==> src/rtl/regfile_pkg.sv <==
`default_nettype none
// ============================================================================
// regfile_pkg : state encoding and preset init table for regfile_sb  (rev 1.0)
// ============================================================================
package regfile_pkg;

    localparam logic [0:0] STATE_INIT = 1'b0;
    localparam logic [0:0] STATE_RUN  = 1'b1;

    function automatic logic [31:0] preset_value(input int unsigned addr);
        logic [31:0] v;
        case (addr)
            32'd1:   v = 32'h11111111;
            32'd2:   v = 32'h10001000;
            32'd4:   v = 32'h00100010;
            32'd6:   v = 32'h01001000;
            32'd8:   v = 32'h11101110;
            32'd10:  v = 32'h10101010;
            32'd12:  v = 32'h01101110;
            32'd14:  v = 32'h11000110;
            32'd16:  v = 32'h10100000;
            32'd18:  v = 32'h00000fff;
            32'd20:  v = 32'h0fffffff;
            default: v = 32'h00000000;
        endcase
        return v;
    endfunction

endpackage
`default_nettype wire

==> src/rtl/regfile_init_seq.sv <==
`default_nettype none
// ============================================================================
// regfile_init_seq : post-reset sequencer filling the array one entry per cycle (rev 1.0)
// ============================================================================
module regfile_init_seq
    import regfile_pkg::*;
#(
    parameter int DATA_W      = 32,
    parameter int ADDR_W      = 5,
    parameter int INIT_PRESET = 1
) (
    input  logic              clk,
    input  logic              rst,
    output logic              init_done,
    output logic              init_we,
    output logic [ADDR_W-1:0] init_addr,
    output logic [DATA_W-1:0] init_data
);

    localparam logic [ADDR_W-1:0] LAST_ADDR = '1;

    logic [0:0]        state;
    logic [0:0]        next_state;
    logic [ADDR_W-1:0] cnt;
    logic [DATA_W-1:0] fill_value;

    always_ff @(posedge clk or negedge rst) begin
        if (!rst) begin
            state <= STATE_INIT;
            cnt   <= '0;
        end else begin
            state <= next_state;
            if (state == STATE_INIT) begin
                cnt <= cnt + 1'b1;
            end
        end
    end

    always_comb begin
        next_state = state;
        if (state == STATE_INIT && cnt == LAST_ADDR) begin
            next_state = STATE_RUN;
        end
    end

    generate
        if (INIT_PRESET != 0) begin : g_preset
            assign fill_value = DATA_W'(preset_value(32'(cnt)));
        end else begin : g_zero
            assign fill_value = '0;
        end
    endgenerate

    always_comb begin
        init_done = (state == STATE_RUN);
        init_we   = (state == STATE_INIT);
        init_addr = cnt;
        init_data = fill_value;
    end

endmodule
`default_nettype wire

==> src/rtl/regfile_sb.sv <==
`default_nettype none
// ============================================================================
// regfile_sb : scoreboarded register file, r0 = 0, write-to-read bypass (rev 1.0)
// ============================================================================
module regfile_sb
    import regfile_pkg::*;
#(
    parameter int DATA_W      = 32,
    parameter int ADDR_W      = 5,
    parameter int NRD         = 2,
    parameter int NWR         = 2,
    parameter int INIT_PRESET = 1
) (
    input  logic                  clk,
    input  logic                  rst,
    output logic                  init_done,
    input  logic [NWR-1:0]        we,
    input  logic [NWR*ADDR_W-1:0] waddr,
    input  logic [NWR*DATA_W-1:0] wdata,
    input  logic [NRD-1:0]        re,
    input  logic [NRD*ADDR_W-1:0] raddr,
    output logic [NRD*DATA_W-1:0] rdata,
    output logic [NRD-1:0]        rbusy,
    input  logic                  iss_en,
    input  logic [ADDR_W-1:0]     iss_addr
);

    localparam int DEPTH = 2 ** ADDR_W;

    logic [DATA_W-1:0] regs [DEPTH];
    logic [DEPTH-1:0]  pending;
    logic              init_we;
    logic [ADDR_W-1:0] init_addr;
    logic [DATA_W-1:0] init_data;

    regfile_init_seq #(
        .DATA_W      (DATA_W),
        .ADDR_W      (ADDR_W),
        .INIT_PRESET (INIT_PRESET)
    ) u_init_seq (
        .clk       (clk),
        .rst       (rst),
        .init_done (init_done),
        .init_we   (init_we),
        .init_addr (init_addr),
        .init_data (init_data)
    );

    // Ports are applied in ascending order so the younger (higher) port wins a collision.
    always_ff @(posedge clk) begin
        if (init_we) begin
            regs[init_addr] <= init_data;
        end else if (init_done) begin
            for (int k = 0; k < NWR; k++) begin
                if (we[k] && waddr[k*ADDR_W +: ADDR_W] != '0) begin
                    regs[waddr[k*ADDR_W +: ADDR_W]] <= wdata[k*DATA_W +: DATA_W];
                end
            end
        end
    end

    assign pending[0] = 1'b0;

    generate
        for (genvar a = 1; a < DEPTH; a++) begin : g_sb
            logic wr_hit;
            logic pend_q;

            always_comb begin
                wr_hit = 1'b0;
                for (int k = 0; k < NWR; k++) begin
                    if (we[k] && waddr[k*ADDR_W +: ADDR_W] == ADDR_W'(a)) begin
                        wr_hit = 1'b1;
                    end
                end
            end

            // A same-edge issue outranks the retiring write: the new producer owns the bit.
            always_ff @(posedge clk or negedge rst) begin
                if (!rst) begin
                    pend_q <= 1'b0;
                end else if (init_done) begin
                    if (iss_en && iss_addr == ADDR_W'(a)) begin
                        pend_q <= 1'b1;
                    end else if (wr_hit) begin
                        pend_q <= 1'b0;
                    end
                end
            end

            assign pending[a] = pend_q;
        end

        for (genvar i = 0; i < NRD; i++) begin : g_rd
            logic [ADDR_W-1:0] ra;
            logic              byp_hit;
            logic [DATA_W-1:0] byp_data;
            logic [DATA_W-1:0] data;
            logic              busy;

            assign ra = raddr[i*ADDR_W +: ADDR_W];

            always_comb begin
                byp_hit  = 1'b0;
                byp_data = '0;
                for (int k = 0; k < NWR; k++) begin
                    if (we[k] && waddr[k*ADDR_W +: ADDR_W] == ra) begin
                        byp_hit  = 1'b1;
                        byp_data = wdata[k*DATA_W +: DATA_W];
                    end
                end
            end

            always_comb begin
                data = '0;
                busy = 1'b0;
                if (rst && init_done && re[i] && ra != '0) begin
                    data = byp_hit ? byp_data : regs[ra];
                    busy = pending[ra] & ~byp_hit;
                end
            end

            assign rdata[i*DATA_W +: DATA_W] = data;
            assign rbusy[i]                  = busy;
        end
    endgenerate

endmodule
`default_nettype wire

==> config.mk <==
export PLATFORM = sky130hd
export DESIGN_NAME = regfile_sb
export DESIGN_NICKNAME = d
export VERILOG_FILES = /design/src/rtl/regfile_pkg.sv /design/src/rtl/regfile_init_seq.sv /design/src/rtl/regfile_sb.sv
export SDC_FILE = /design/constraint.sdc
export NUM_CORES = 2
export LEC_CHECK = 0
export BUFFER_PORTS_ARGS = -buffer_cell sky130_fd_sc_hd__buf_4
export CORE_MARGIN = 4
export CORE_UTILIZATION = 42
export CTS_CLUSTER_SIZE = 20
export DETAILED_ROUTE_END_ITERATION = 6
export GPL_TIMING_DRIVEN = 0
export HOLD_SLACK_MARGIN = 0.03
export SKIP_LAST_GASP = 1
export SYNTH_ARGS = -nofsm -noshare
export SYNTH_HDL_FRONTEND = slang
export SYNTH_SLANG_ARGS = --single-unit
export TNS_END_PERCENT = 30
==> constraint.sdc <==
create_clock -name clk -period 4.2 [get_ports clk]
set_input_delay 1.05 -clock clk [delete_from_list [all_inputs] [get_ports clk]]
set_output_delay 1.05 -clock clk [all_outputs]
set_load 0.005 [all_outputs]
==> impl_metrics.yaml <==
critical_path:
  r2r_slack_ns: -0.08
  cp_data_required_time_ns: 3.15
  cp_top_family: "buffers and inverters"
  crit_path_top_delay_cell: "mux4_2"
  cp-end-kind: "output port"
  crit_fanout: 10
  worstReg2RegEnd: "regs[18][7]"
  crit_arrival_ns: 3.46
  worstPathCellList: "buf_4 -> buf_8 -> buf_4 -> mux4_2 -> o221ai_1 -> o21ai_1 -> nand2_1 -> o21ai_0 -> buf_4"
  cp-start-kind: "input port"
  cp_num_buf_inv: 4
  crit_path_max_incr_delay_ns: 0.44
  r2r-start: "u_init_seq.init_done"
  reg2reg_depth: 6
  cp_common_cell: "buf_4"
  critPathKind: "input port to output port"
logic_synthesis:
  synthArstFlopShare_pct: 3.49
  yosysWarningCount: 0
  synth_cell_types: 63
  synth.ff_latch_count: 1061
  synth_cells: 5228
  syn-num-nets: 5329
  seq_area_frac_synth_pct: 51.4
  syn_area_per_cell_um2: 11.8
  synth_ff_type: "edfxtp_1"
  synthesis.area_mm2: 0.0616
  synth-edff-count: 1024
status:
  violations: "capacitance limit, slew limit, setup timing"
  status: "finished, violations left"
cells_and_area:
  layout_common_cells: "edfxtp_1, nor2_1, a21oi_1"
  syn_to_final_growth_pct: 20.2
  fin_nets: 5686
  area.sequential_mm2: 0.0317
  fill_cells: 12717
  layout-drive-gt1-share_pct: 26.1
  multiInputGateArea_mm2: 0.0289
  final_cells: 7609
  final_common_cell: "edfxtp_1"
sta:
  tightest_slew_ns: 1.60
  slew_headroom_pct: -7.32
  maxSlewViolCount: 8
  skew_ns: 0.0236
  finalHoldViolCount: 0
  rsz0062_at_grt: "yes"
  fin_tns_setup_ns: -11.91
  setup_viol: 144
  fin_crit_sh_pct: 107
  fmax_mhz: 222
  min_period_ns: 4.51
  setup_slack_ns: -0.312
power_and_ir_drop:
  p_int_mw: 19.3
  p_comb_share_pct: 15.0
  switching_share_pct: 27.8
  power.switching_mw: 7.43
  power_mw: 26.7
  ir_drop_mv: 0.339
  leakage_nw: 25.9
  power.density_mw_per_mm2: 360
  p_clk_share_pct: 40.4
  power_frac_seq_pct: 44.6
worst_hold_path:
  worstHoldPathType: "input port to async pin"
floorplanning:
  start_util_pct: 42.3
  rows: 140
  die_w_um: 391
  die-area_mm2: 0.153
  die_y_um: 391
  io_pins: 163
  core_mm2: 0.146
cts:
  cts_tree: "done"
  postCtsHoldBufs: 0
  clkLatencyLatePin_ns: 0.78
  cts.sinks: 1061
  clk_pin_slew_ns: 0.06
  cts-htree-levels: 3
  clock_path_buffers: 3
  cts_made_buffers: 120
  cts_root_buf: "clkbuf_16"
global_routing:
  overflow: 0
  grt_antenna_before_repair: 14
  grt_usage_pct: 38.7
  grt_pass1_wl_mm: 404
  grt_max_degree: 39
  grt_pass1_vias: 50530
route:
  drc_errors: 0
  ant_nets: 0
  viasPerCell: 7.07
  num_vias: 53768
  wl_mm: 302
  wire_per_inst_um: 39.7
  firstDrtPassIters: 6
  dr.first_iter.drc_count: 10261
place:
  io_buffers: 117
  dp_hpwl_mm: 236
  finalWeightedCongestion: 1.08
  dp_cells: 7302
job:
  drv_cap: 3
-- power by group through the flow --
| stage | Combinational [mW] | Sequential [mW] | Clock (mW) |
|---|---|---|---|
| 2_1_floorplan | 1.89 | 12.1 | 0 |
| 3_3_place_gp | 3.30 | 12.1 | 0 |
| 5_1_grt | 4.05 | 11.9 | 11.1 |
| 6_report | 4.01 | 11.9 | 10.8 |
| 3_5_place_dp | 3.39 | 12.1 | 0 |
| 4_1_cts | 3.84 | 11.9 | 10.7 |
-- cells by family after synthesis --
kind of cell | Yosys count | synth area share (%)
AND/OR/NAND/NOR | 1358 | 9.02
buffers and inverters | 706 | 4.82
adder cells (fa/ha/maj) | 5 | 0.101
XOR/XNOR | 23 | 0.327
multiplexers | 580 | 20.1
AO/OA/AOI/OAI | 1495 | 14.2
flip-flops | 1061 | 51.4
-- how the worst max path moves through the flow --
| stage | from | endpoint | slack (ns) | depth (start not counted) |
|---|---|---|---|---|
| after global placement | waddr[2] | regs[30][3] | -4.77 | 7 |
| after detailed placement | raddr[0] | rdata[21] | -1.89 | 7 |
| after floorplan | waddr[2] | regs[12][0] | -0.86 | 7 |
| final | raddr[7] | rdata[61] | -0.31 | 9 |
| after global routing | raddr[0] | rdata[21] | -0.26 | 10 |
| after CTS | raddr[0] | rdata[24] | -0.17 | 10 |
-- state kept, by name (all words and copies together), names as in the netlist --
signal	cells
g_sb.pend_q	31
regs	1024
u_init_seq.init_addr	5
u_init_seq.init_done	1
-- cell usage after synthesis, types with 6 or more instances --
cell         n  area (um^2)
a211o_1     32          280
a211oi_1    31          233
a21oi_1    802         4010
a21oi_2     18          158
a221oi_1    18          158
a22o_1      30          263
a22oi_1     92          691
a32o_1      18          180
a32oi_1     61          534
and2_1       9         56.3
buf_1       59          221
buf_2      163          816
buf_4       29          218
clkbuf_1   413         1550
dfrtp_1     37          926
edfxtp_1  1024        30700
inv_1       41          154
mux2i_1     49          490
mux4_2     527        11900
nand2_1    347         1300
nand2b_1    12         75.1
nand3_1     51          255
nand4_1     17          106
nor2_1     820         3080
nor2b_1     42          263
nor3_1      24          120
nor4_1       6         37.5
o211ai_1    17          128
o21ai_0    258         1290
o22ai_1     65          407
o31ai_1     31          233
or2_2        7         43.8
xnor2_1     17          149
xor2_1       6         52.6
-- routing by layer --
| layer | global-route usage, % | wire length, um | up-vias |
|---|---|---|---|
| met5 | 0 | 52 | - |
| met4 | 26.6 | 26800 | 8 |
| met3 | 12.1 | 42900 | 1033 |
| met2 | 56.6 | 129000 | 4957 |
| met1 | 49.2 | 104000 | 26940 |
| li1 | - | - | 20830 |
-- worst reg2reg max path, delay by kind of cell (launching register included) --
kind	cells	cell delay [ns]
compound gates	1	0.35
buf+inv	2	0.75
flops	1	0.53
simple gates	3	2.33
-- timing repair --
| action | 4_1_cts | 5_1_grt |
|---|---|---|
| cloned | 8 | 0 |
| pin swaps | 88 | 10 |
| resized for setup | 755 | 20 |
| endpoints found under the setup margin | 170 | 517 |
| setup buffers | 68 | 13 |
-- stage by stage --
step	setup WS (ns)	hold WS [ns]	cell area, um^2	util [%]
2_1_floorplan	-0.864	0.477	61700	-
3_3_place_gp	-4.77	0.501	64900	44.6
3_5_place_dp	-1.89	0.510	66100	45.3
4_1_cts	-0.174	0.153	73900	50.7
5_1_grt	-0.256	0.139	74100	50.8
6_report	-0.312	0.136	74100	50.8
-- layout make-up --
class / count / share of cell area, %
Buffer: 657 / 5.93
Clock buffer: 143 / 4.26
Tap cell: 1917 / 3.24
Timing Repair Buffer: 243 / 3.64
Clock inverter: 79 / 0.974
Inverter: 41 / 0.208
Antenna cell: 7 / 0.0236
Multi-Input combinational cell: 3461 / 39.0
Sequential cell: 1061 / 42.7
Power figures use the tool's default switching activity.
